<file path="config.mk">
export PLATFORM = sky130hd
export DESIGN_NAME = math_divider_seq_ctrl
export DESIGN_NICKNAME = d
export VERILOG_FILES = /design/src/rtl/math_divider_seq_ctrl.sv
export SDC_FILE = /design/constraint.sdc
export NUM_CORES = 1
export LEC_CHECK = 0
export BUFFER_PORTS_ARGS = -buffer_cell sky130_fd_sc_hd__buf_2
export CORE_ASPECT_RATIO = 1.1
export CORE_UTILIZATION = 49
export CTS_CLUSTER_DIAMETER = 80
export DETAILED_ROUTE_END_ITERATION = 8
export PLACE_DENSITY = 0.73
export REMOVE_ABC_BUFFERS = 1
export SKIP_LAST_GASP = 1
export SLEW_MARGIN = 20
export SYNTH_ARGS = -nofsm -noshare
export SYNTH_HDL_FRONTEND = slang
export SYNTH_SLANG_ARGS = --single-unit
</file>
<file path="constraint.sdc">
create_clock -name i_clk -period 4.05 [get_ports i_clk]
set_input_delay 0.6075 -clock i_clk [delete_from_list [all_inputs] [get_ports i_clk]]
set_output_delay 0.6075 -clock i_clk [all_outputs]
set_load 0.02 [all_outputs]
</file>
<file path="src/rtl/math_divider_seq_ctrl.sv">
// Signed/unsigned request front-end for the unsigned iterative divider.
// Converts operands to magnitudes, sequences the divider, restores signs, and guards it with a watchdog.
module math_divider_seq_ctrl #(
  parameter int DATA_WIDTH     = 16,
  parameter int TIMEOUT_CYCLES = 64
) (
  input  logic                  i_clk,
  input  logic                  i_rst,
  input  logic                  i_req_valid,
  output logic                  o_req_ready,
  input  logic                  i_req_signed,
  input  logic [DATA_WIDTH-1:0] i_req_dividend,
  input  logic [DATA_WIDTH-1:0] i_req_divisor,
  output logic                  o_div_start,
  output logic [DATA_WIDTH-1:0] o_div_dividend,
  output logic [DATA_WIDTH-1:0] o_div_divisor,
  input  logic                  i_div_done,
  input  logic                  i_div_dbz,
  input  logic [DATA_WIDTH-1:0] i_div_quotient,
  input  logic [DATA_WIDTH-1:0] i_div_remainder,
  output logic                  o_rsp_valid,
  input  logic                  i_rsp_ready,
  output logic [DATA_WIDTH-1:0] o_rsp_quotient,
  output logic [DATA_WIDTH-1:0] o_rsp_remainder,
  output logic                  o_rsp_dbz,
  output logic                  o_rsp_ovf,
  output logic                  o_rsp_timeout
);

  localparam int WD_WIDTH = $clog2(TIMEOUT_CYCLES);
  localparam logic [DATA_WIDTH-1:0] MIN_VAL  = {1'b1, {(DATA_WIDTH-1){1'b0}}};
  localparam logic [DATA_WIDTH-1:0] ALL_ONES = {DATA_WIDTH{1'b1}};
  // Timeout fires in the WAIT cycle whose increment would bring the counter to TIMEOUT_CYCLES-1.
  localparam logic [WD_WIDTH-1:0]   WD_LAST  = WD_WIDTH'(TIMEOUT_CYCLES - 2);

  typedef enum logic [1:0] {
    ST_IDLE,
    ST_ISSUE,
    ST_WAIT,
    ST_RESP
  } state_t;

  state_t state_reg, state_next;

  logic                  ready_reg;
  logic                  signed_reg;
  logic [DATA_WIDTH-1:0] dividend_reg;
  logic [DATA_WIDTH-1:0] divisor_reg;
  logic [DATA_WIDTH-1:0] mag_dividend_reg;
  logic [DATA_WIDTH-1:0] mag_divisor_reg;
  logic                  neg_q_reg;
  logic                  neg_r_reg;
  logic [WD_WIDTH-1:0]   wd_reg;
  logic [DATA_WIDTH-1:0] rsp_q_reg;
  logic [DATA_WIDTH-1:0] rsp_r_reg;
  logic                  rsp_dbz_reg;
  logic                  rsp_ovf_reg;
  logic                  rsp_to_reg;

  logic                  accept;
  logic                  capture_done;
  logic                  capture_to;
  logic                  rsp_clear;
  logic                  dividend_neg;
  logic                  divisor_neg;
  logic [DATA_WIDTH-1:0] mag_dividend_next;
  logic [DATA_WIDTH-1:0] mag_divisor_next;
  logic [DATA_WIDTH-1:0] q_fix;
  logic [DATA_WIDTH-1:0] r_fix;
  logic                  ovf_cond;

  function automatic logic [DATA_WIDTH-1:0] neg2(input logic [DATA_WIDTH-1:0] v);
    return ~v + 1'b1;
  endfunction

  assign accept       = (state_reg == ST_IDLE) && ready_reg && i_req_valid;
  assign dividend_neg = i_req_signed && i_req_dividend[DATA_WIDTH-1];
  assign divisor_neg  = i_req_signed && i_req_divisor[DATA_WIDTH-1];

  // Negating MIN yields 2^(DATA_WIDTH-1), which is the correct unsigned magnitude.
  assign mag_dividend_next = dividend_neg ? neg2(i_req_dividend) : i_req_dividend;
  assign mag_divisor_next  = divisor_neg  ? neg2(i_req_divisor)  : i_req_divisor;

  assign q_fix    = neg_q_reg ? neg2(i_div_quotient)  : i_div_quotient;
  assign r_fix    = neg_r_reg ? neg2(i_div_remainder) : i_div_remainder;
  assign ovf_cond = signed_reg && (dividend_reg == MIN_VAL) && (divisor_reg == ALL_ONES);

  always_comb begin
    state_next   = state_reg;
    capture_done = 1'b0;
    capture_to   = 1'b0;
    rsp_clear    = 1'b0;
    case (state_reg)
      ST_IDLE: begin
        if (accept) begin
          state_next = ST_ISSUE;
        end
      end
      ST_ISSUE: begin
        state_next = ST_WAIT;
      end
      ST_WAIT: begin
        if (i_div_done) begin
          capture_done = 1'b1;
          state_next   = ST_RESP;
        end else if (wd_reg == WD_LAST) begin
          capture_to = 1'b1;
          state_next = ST_RESP;
        end
      end
      ST_RESP: begin
        if (i_rsp_ready) begin
          rsp_clear  = 1'b1;
          state_next = ST_IDLE;
        end
      end
      default: begin
        state_next = ST_IDLE;
      end
    endcase
  end

  always_ff @(posedge i_clk or posedge i_rst) begin
    if (i_rst) begin
      state_reg <= ST_IDLE;
      ready_reg <= 1'b0;
    end else begin
      state_reg <= state_next;
      ready_reg <= (state_next == ST_IDLE);
    end
  end

  always_ff @(posedge i_clk or posedge i_rst) begin
    if (i_rst) begin
      signed_reg       <= 1'b0;
      dividend_reg     <= '0;
      divisor_reg      <= '0;
      mag_dividend_reg <= '0;
      mag_divisor_reg  <= '0;
      neg_q_reg        <= 1'b0;
      neg_r_reg        <= 1'b0;
    end else if (accept) begin
      signed_reg       <= i_req_signed;
      dividend_reg     <= i_req_dividend;
      divisor_reg      <= i_req_divisor;
      mag_dividend_reg <= mag_dividend_next;
      mag_divisor_reg  <= mag_divisor_next;
      neg_q_reg        <= dividend_neg ^ divisor_neg;
      neg_r_reg        <= dividend_neg;
    end
  end

  always_ff @(posedge i_clk or posedge i_rst) begin
    if (i_rst) begin
      wd_reg <= '0;
    end else if (state_reg == ST_ISSUE) begin
      wd_reg <= '0;
    end else if (state_reg == ST_WAIT) begin
      wd_reg <= wd_reg + 1'b1;
    end
  end

  always_ff @(posedge i_clk or posedge i_rst) begin
    if (i_rst) begin
      rsp_q_reg   <= '0;
      rsp_r_reg   <= '0;
      rsp_dbz_reg <= 1'b0;
      rsp_ovf_reg <= 1'b0;
      rsp_to_reg  <= 1'b0;
    end else if (capture_done) begin
      // Divide-by-zero reports the raw dividend and skips sign restoration.
      if (i_div_dbz) begin
        rsp_q_reg   <= ALL_ONES;
        rsp_r_reg   <= dividend_reg;
        rsp_dbz_reg <= 1'b1;
        rsp_ovf_reg <= 1'b0;
      end else begin
        rsp_q_reg   <= q_fix;
        rsp_r_reg   <= r_fix;
        rsp_dbz_reg <= 1'b0;
        rsp_ovf_reg <= ovf_cond;
      end
      rsp_to_reg <= 1'b0;
    end else if (capture_to) begin
      rsp_q_reg   <= '0;
      rsp_r_reg   <= '0;
      rsp_dbz_reg <= 1'b0;
      rsp_ovf_reg <= 1'b0;
      rsp_to_reg  <= 1'b1;
    end else if (rsp_clear) begin
      rsp_q_reg   <= '0;
      rsp_r_reg   <= '0;
      rsp_dbz_reg <= 1'b0;
      rsp_ovf_reg <= 1'b0;
      rsp_to_reg  <= 1'b0;
    end
  end

  assign o_req_ready     = ready_reg;
  assign o_div_start     = (state_reg == ST_ISSUE);
  assign o_div_dividend  = mag_dividend_reg;
  assign o_div_divisor   = mag_divisor_reg;
  assign o_rsp_valid     = (state_reg == ST_RESP);
  assign o_rsp_quotient  = rsp_q_reg;
  assign o_rsp_remainder = rsp_r_reg;
  assign o_rsp_dbz       = rsp_dbz_reg;
  assign o_rsp_ovf       = rsp_ovf_reg;
  assign o_rsp_timeout   = rsp_to_reg;

endmodule

</file>
-- Yosys cells after proc, flatten, opt, wreduce, memory -nomap -nowiden
Cells that the tools add are included.
- add/sub/neg operators: 5
- equality and inequality tests: 6
- muxes and demuxes: 32
- bitwise operators: 5
- reduce and logical (&&, ||, !) cells: 10
- operators by type and width (kind ; number):
    two-way mux 16 bit ; 10
    adder 16 x 1 -> 16 bit, second input constant ; 4
    inverter 16 bit ; 4
    equality test 16 bit, second input constant ; 2
    two-way mux 1 bit ; 15
    two-way mux 6 bit ; 2
    two-way mux 2 bit ; 4
    one-hot mux 2 bit (4 select lines) ; 1
    adder 6 x 1 -> 6 bit, second input constant ; 1
    equality test 6 bit, second input constant ; 1
    logical AND 1 bit ; 6
    equality test 2 bit, second input constant ; 2
    zero test 2 bit ; 2
    nonzero test 3 bit ; 1
    equality test 2 x 1 -> 1 bit, second input constant ; 1
    nonzero test 2 bit ; 1
    bitwise XOR 1 bit ; 1
- register bits after elaboration: 111
- logic and storage cells: 73

-- Longest topological paths before layout
Gate-level depths: netlist (run 1).
- depth after elaboration: 6
- depth in mapped cells: 9
- depth with buffers taken out: 7

-- Least setup slack after synthesis (run 1)
OpenSTA, ideal clock, no wires.
- path kind: input -> register
- start point: in i_req_divisor[0]
- end point: reg mag_divisor_reg[12], in the netlist o_div_divisor[12]
- library setup time: 0.133 ns
- arrival time: 2.136 ns
- slack: 1.781 ns
- stages on the path: 7
- cells stage by stage: inv_1 > ha_1 > or3b_1 > or4_1 > o31ai_1 > xor2_1 > o21ai_0
- cells in the longest elaborated chain, start to end: 3
- ends and longest elaborated chain (what ; line ; text):
    from (decl) ; 13 ; input logic [DATA_WIDTH-1:0] i_req_divisor,
    inverter 16 bit ; 73 ; return ~v + 1'b1;
    adder 16 x 1 -> 16 bit ; 73 ;
    two-way mux 16 bit ; 82 ; assign mag_divisor_next = divisor_neg ? neg2(i_req_divisor) : i_req_divisor;
    to (signal assigned) ; 147 ; mag_divisor_reg <= mag_divisor_next;
    to (decl) ; 50 ; logic [DATA_WIDTH-1:0] mag_divisor_reg;
No other way between the ends.
A chain may end at the register's enable or synchronous reset.

-- Final worst setup path (run 1)
- start point: reg state_reg[0]
- end point: reg rsp_q_reg[15], in the netlist o_rsp_quotient[15]
- cells in the longest elaborated chain, start to end: 4
- ends and longest elaborated chain (what ; line ; text):
    from (decl) ; 43 ; state_t state_reg, state_next;
    from (signal assigned) ; 128 ; state_reg <= state_next;
    equality test 2 bit ; 93 ; case (state_reg)
    two-way mux 1 bit ; 93 ;
    two-way mux 16 bit ; 184 ; end else if (capture_to) begin
    two-way mux 16 bit ; 170 ; end else if (capture_done) begin
    to (signal assigned) ; 178 ; rsp_q_reg <= q_fix;
    to (decl) ; 54 ; logic [DATA_WIDTH-1:0] rsp_q_reg;
Parallel ways exist; a longest one is shown, timed or not.

==> metrics.md, run 1 <==
| Metric | Value |
|---|---|
| Status | finished clean |
| Mean Syn Cell Area | 8.801 um^2 |
| Fin crit share | 65.06% |
| Reg2reg start | state_reg[0] |
| Mapped cell area | 5685 um^2 |
| Final hold vios | 0 |
| Fill count | 987 |
| Sum Neg Setup Slack | 0 ps |
| Longest Clk Path Bufs | 2 |
| Critical Path Source | state_reg[0] |
| Slowest Stage Delay on Critical Path | about 650 ps |
| Final wirelength | around 15 mm |
| RSZ-0062 raised after global routing | no |
| Worst rel slew slack | 38.54% |
| Pin count of the biggest net entering global routing | 99 |
| Worst setup SP type | flop |
| Critical path arrival | approximately 2900 ps |
| Die footprint | 12040 um^2 |
| Hold buffers post-CTS | 0 |
| FP Rows | 40 |
| N_diodes | 0 |
| Wire length per cell | 16.01 um |
| Async SR Flop Fraction | 100.0% |
| FF+latch area | ~2700 um^2 |
| Fin nets | 846 |
| Synth cell types | 50 |
| Setup violation total in the final timing report | 0 |
| DR DRC count | 0 |
| Max Fclk | between 300 and 400 MHz |
| Sequential share of the synthesized area | 47.98% |
| Worst Setup Path Type | flop to flop |
| Ys flop type | dfrtp_1 |
| Dpl hpwl | roughly 11 mm |
| Commonest non-fill, non-tap cell in the layout | nand2_1 |
| Synthesized instance count | 646 |
| # H-tree levels | 3 |
| Clock tree sinks | 109 |
| Yosys top cell area share | 47.98% |
| Synthesis Warnings | 0 |
| ANT nets after route | 0 |
| CTS Buf Count | 9 |
| Share of cells above drive strength 1 | 22.11% |
| Crit-path cells | inv_1 -> ha_1 -> and2_1 -> a211oi_4 -> buf_4 -> a21oi_1 -> or3b_1 |
| Gpl congestion | 0.8792 |
| Worst clock skew | 7.162 ps |
| Die height | between 100 and 150 um |
| Grt ovf | 0 |
| Worst setup EP type | flop |
| Setup Fix Bufs, Post-CTS | 0 |
| CP max-delay cell | and2_1 |
| Leak | 3.353 nW |
| Area taken by multi-input logic gates | 2753 um^2 |
| Hold Crit Class | input port to asynchronous set/reset pin |
| Worst Path Required | 4270 ps |
| Clock transition at path regs | 70 ps |
| Ports | 141 |
| Worst-skew pair later-pin latency | 350 ps |
| Most frequent cells in the layout | nand2_1, buf_2, dfrtp_1, o21ai_0 |
| Pwr per Cell Area | 717.7 nW/um^2 |
| DR vias/cell | between 5 and 6 |
| DR pass1 iterations | 5 |
| Ranking of synthesized cells by area | dfrtp_1, nand2_1, o21ai_0, xnor2_1, xor2_1 |
| Post-cts gate resize count | 0 |
| Initial Util | 51.17% |
| Crit path buf inv count | 2 |
| Vias in the first global route | around 4700 |
| Placed inst area | between 6000 and 7000 um^2 |
| Die X-Extent | about 100 um |
| Final min period | between 2000 and 3000 ps |
| Flops & latches, synth | 109 |
| Largest fanout on the critical path | 25 |
| Starting DRT DRC Count | 387 |
| P&R area growth vs syn | 20.29% |
| CP delay by family, top | simple AND/OR/NAND/NOR gates |
| Initial antenna violation count | 0 |
| Slew @ Worst Pin | 909.0 ps |
| DR vias | slightly above 5000 |
| EDFF count, synth | 0 |
| First-pass GRT wire length | 24.24 mm |
| Max-slew violations | 0 |
| VDD IR max | approximately 0.27 mV |
| I/O Buffers | 140 |
| Total track usage | between 20% and 30% |
| MaxCap Viol Count | 0 |
| Core area | roughly 11000 um^2 |
| Clock root cell | clkbuf_16 |
| Final instance area | around 6800 um^2 |
| CTS tree | built |
| Yosys top cell by area | dfrtp_1 |
-- where the power goes --
part	leakage (nW)	total, mW	internal (mW)	switching [mW]
Combinational	1.80	1.92	0.703	1.22
Sequential	1.37	1.92	1.57	0.351
Clock	0.176	1.07	0.681	0.390
-- path summary, 6_finish.rpt --
| kind | to | slack (ps) | cells after the start |
|---|---|---|---|
| worst max-delay path | o_rsp_quotient[15] | 1420 | 7 |
| worst min-delay path | o_div_divisor[2] | 360 | 2 |
| worst max register to register | o_rsp_quotient[15] | 1420 | 7 |
| worst min register to register | o_rsp_quotient[12] | 470 | 2 |
| max in group asynchronous | o_rsp_remainder[4] | 2850 | 3 |
| min in group i_clk | o_rsp_quotient[12] | 470 | 2 |
-- through the flow --
step                      std cells  utilization [%]  hold WS, ps  power, mW  setup WS, ps
after detailed placement        901            58.28        461.7      3.852          1405
final                           916            61.55        355.6      4.909          1415
after global placement          901            58.28        444.1      3.770          1523
after floorplan                 609                -        438.2      3.144         568.6
after CTS                       916            61.54        374.2      4.935          1415
after global routing            916            61.55        428.5      5.245          1268
-- area by class of cell --
| type | count | share of cell area, % |
|---|---|---|
| inverter | 19 | 1.079 |
| timing repair buffer | 145 | 10.79 |
| clock inverter | 4 | 1.756 |
| tap | 147 | 2.689 |
| sequential | 109 | 39.88 |
| multi-input combinational | 481 | 40.25 |
| clock buffer | 11 | 3.549 |
-- cell families after synthesis --
kind of cell	after synthesis	synth area share (%)
AO/OA/AOI/OAI	153	15.96
flip-flops	109	47.98
AND/OR/NAND/NOR	261	21.06
adder cells (fa/ha/maj)	10	2.201
buffers and inverters	56	3.851
multiplexers	7	1.254
XOR/XNOR	50	7.702
-- routing by layer --
layer / vias up / global-route usage [%] / routed length [um]
li1: 2444 / - / -
met1: 2432 / 36.86 / 6983
met2: 189 / 39.69 / 6702
met3: 10 / 3.741 / 798
met4: 0 / 7.136 / 176
met5: - / 0 / 0
-- Yosys cell counts, types with 8 or more instances --
cell type	n
clkbuf_1	33
ha_1	10
inv_1	19
o31ai_1	10
xnor2_1	31
nand2_1	158
o21ai_0	83
nor3_1	8
dfrtp_1	109
a21oi_1	30
nor4_1	9
xor2_1	19
nor2_1	31
Note: power is estimated with default switching activity, not from simulation.
==> inputs of run 2 (changes only) <==
- PLACE_DENSITY: 0.73 -> 0.76
- clock period: 4.05 -> 2.4 ns (I/O delays scaled with it)
==> run 2 against run 1 <==
  * Cell area is 0.15% higher
  * Non-clock buffer count grew 9
  * Final cell count grew 0.98%
  * First-iteration DRC count is 27% lower
  * Wire length shrank 0.89%
  * Sequential share of layout area shrank 0.058 points
  * Highest routed layer unchanged
  * Largest power group is now combinational cells
  * Critical path type unchanged
  * Register-to-register slack worse by 1000 ps
==> metrics.md, run 2 (synthesized netlist as in run 1, its figures left out) <==
| Metric | Value |
|---|---|
| Most frequent cells in the layout | nand2_1, buf_2, dfrtp_1, o21ai_0 |
| Status | finished clean |
| First-pass GRT wire length | 23.78 mm (-1.9%) |
| P&R area growth vs syn | 20.47% |
| CTS tree | built |
| # H-tree levels | 3 (unchanged) |
| Final Core Density | 61.64% (+0.090 points) |
| Final min period | 1986 ps (-649.3 ps) |
| Critical path arrival | 2220 ps (-630 ps) |
| Worst-skew pair later-pin latency | 350 ps (about the same) |
| Final wirelength | 14.53 mm (-0.89%) |
| Grt ovf | 0 (unchanged) |
| WHS | 58.80 ps (-296.8 ps) |
| Setup violation total in the final timing report | 0 (unchanged) |
| Vias in the first global route | 4797 (+1.0%) |
| Dpl hpwl | 10.57 mm (+0.31%) |
| Worst clock skew | 4.737 ps (-2.425 ps) |
| I/O Buffers | 140 (unchanged) |
| Clock power frac | 18.5% (-3.3 points) |
| Die X-Extent | 104.7 um (unchanged) |
| Final hold vios | 0 (unchanged) |
| Share of cells above drive strength 1 | 22.75% (+0.64 points) |
| Die footprint | 12040 um^2 (unchanged) |
| Worst setup SP type | flop |
| Pwr per Cell Area | 1164 nW/um^2 (+62%) |
| Setup Fix Bufs, Post-CTS | 0 (unchanged) |
| Power Total | 7.970 mW (+62%) |
| Met1 Usage GRT | 35.17% (-1.7 points) |
| Power Internal | 4.674 mW (+58%) |
| Starting DRT DRC Count | 282 (-27%) |
| Crit-path cells | inv_1 -> ha_1 -> nand4_1 -> nor2_1 -> a211oi_4 -> buf_4 -> a221o_1 |
| Gpl congestion | 0.9727 (+11%) |
| Slew @ Worst Pin | 596.2 ps (-312.8 ps) |
| GR Layer Usage met3 | 4.308% (+0.57 points) |
| Ports | 141 (unchanged) |
| Final instance area | 6849 um^2 (+0.15%) |
| Die height | 115.0 um (unchanged) |
| Fin nets | 855 (+1.1%) |
| Logic pwr share | 41.2% (+2.1 points) |
| Sequential power share | 40.4% (+1.3 points) |
| Final worst setup slack | 414.4 ps (-1001 ps) |
| DR vias/cell | 5.573 (+0.59%) |
| Longest Clk Path Bufs | 2 (unchanged) |
| Wire length per cell | 15.71 um (-1.9%) |
| MaxCap Viol Count | 0 (unchanged) |
| Max Fclk | 503.6 MHz (+33%) |
| DR pass1 iterations | 5 (unchanged) |
| ANT nets after route | 0 (unchanged) |
| Leak | 3.371 nW (+0.55%) |
| Clock transition at path regs | 70 ps (about the same) |
| Hold buffers post-CTS | 0 (unchanged) |
| Post-cts gate resize count | 0 (unchanged) |
| Placed inst area | 6568 um^2 (+1.4%) |
| Clock tree sinks | 109 (unchanged) |
| Hold Crit Class | input port to asynchronous set/reset pin |
| Initial Util | 51.17% (unchanged) |
| Slowest Stage Delay on Critical Path | 410 ps (-240 ps) |
| Fill count | 957 (-3.0%) |
| Worst Setup Path Type | flop to flop |
| DR DRC count | 0 (unchanged) |
| Largest fanout on the critical path | 21 (-16%) |
| Worst setup EP type | flop |
| Switching Share | 41.36% (+1.5 points) |
| CTS Buf Count | 9 (unchanged) |
| Worst rel slew slack | 60.25% (+22 points) |
| Total track usage | 24.85% (-0.46 points) |
| Sum Neg Setup Slack | 0 ps (unchanged) |
| VDD IR max | 0.5686 mV (+110%) |
| FP Rows | 40 (unchanged) |
| # placed instances | 910 (+1.0%) |
| Fin crit share | 82.73% (+18 points) |
| RSZ-0062 raised after global routing | no |
| Gr busiest metal | met2 |
| Commonest non-fill, non-tap cell in the layout | nand2_1 |
| Clock root cell | clkbuf_16 |
| N_diodes | 0 (unchanged) |
| CP max-delay cell | dfrtp_1 |
| Fin cells | 925 (+0.98%) |
| Core area | 11110 um^2 (unchanged) |
| Worst slack at placement | 47.11 ps (-1358 ps) |
| DR vias | 5155 (+1.6%) |
| Sw Pwr | 3.296 mW (+68%) |
| Worst Path Required | 2640 ps (-1630 ps) |
| Max-slew violations | 0 (unchanged) |
| Initial antenna violation count | 0 (unchanged) |
| Pin count of the biggest net entering global routing | 99 (unchanged) |
| Met2 global-route usage | 38.68% (-1.0 points) |
run 2: final cells by class:
cell class / count / area, um^2 / area share, %
inverters: 19 / 73.82 / 1.078
flip-flops and latches: 109 / 2728 / 39.82
repair buffers: 154 / 830.8 / 12.13
clock inverters: 4 / 48.80 / 0.7125
clock buffers: 11 / 232.7 / 3.398
multi-input cells: 481 / 2751 / 40.17
well taps: 147 / 183.9 / 2.685
run 2: critical path, delay by kind of cell, from the launching register on:
kind / cells / cell delay (ps)
flip-flops: 1 / 410
AND/OR/NAND/NOR: 2 / 410
buffers and inverters: 2 / 330
AO/OA/AOI/OAI: 2 / 460
adder cells (fa/ha/maj): 1 / 260
run 2: power by group through the flow:
stage                     Combinational (mW)  Clock, mW  Sequential [mW]
after floorplan                         1.59          0             3.72
after global placement                  3.21          0             3.20
after detailed placement                3.30          0             3.24
after CTS                               3.31       1.50             3.21
after global routing                    3.66       1.57             3.32
final                                   3.28       1.47             3.22
run 2: layer usage:
| metal | part of all wire [%] | vias to the layer above |
|---|---|---|
| met5 | 0 | - |
| met4 | 1.9 | 0 |
| met3 | 7.6 | 21 |
| met2 | 46 | 213 |
| met1 | 45 | 2453 |
| li1 | - | 2468 |
run 2: final timing paths:
kind                                        start             endpoint  slack (ps)  cells past startpoint
worst max register to register       state_reg[0]  o_rsp_remainder[10]         410                      7
worst min register to register  o_rsp_quotient[2]    o_rsp_quotient[2]         480                      2
worst min-delay path                        i_rst       divisor_reg[0]          60                      2
worst max-delay path                 state_reg[0]  o_rsp_remainder[10]         410                      7
min in group i_clk              i_req_divisor[13]      divisor_reg[13]         250                      3
max in group asynchronous                   i_rst   o_rsp_remainder[4]        1690                      3
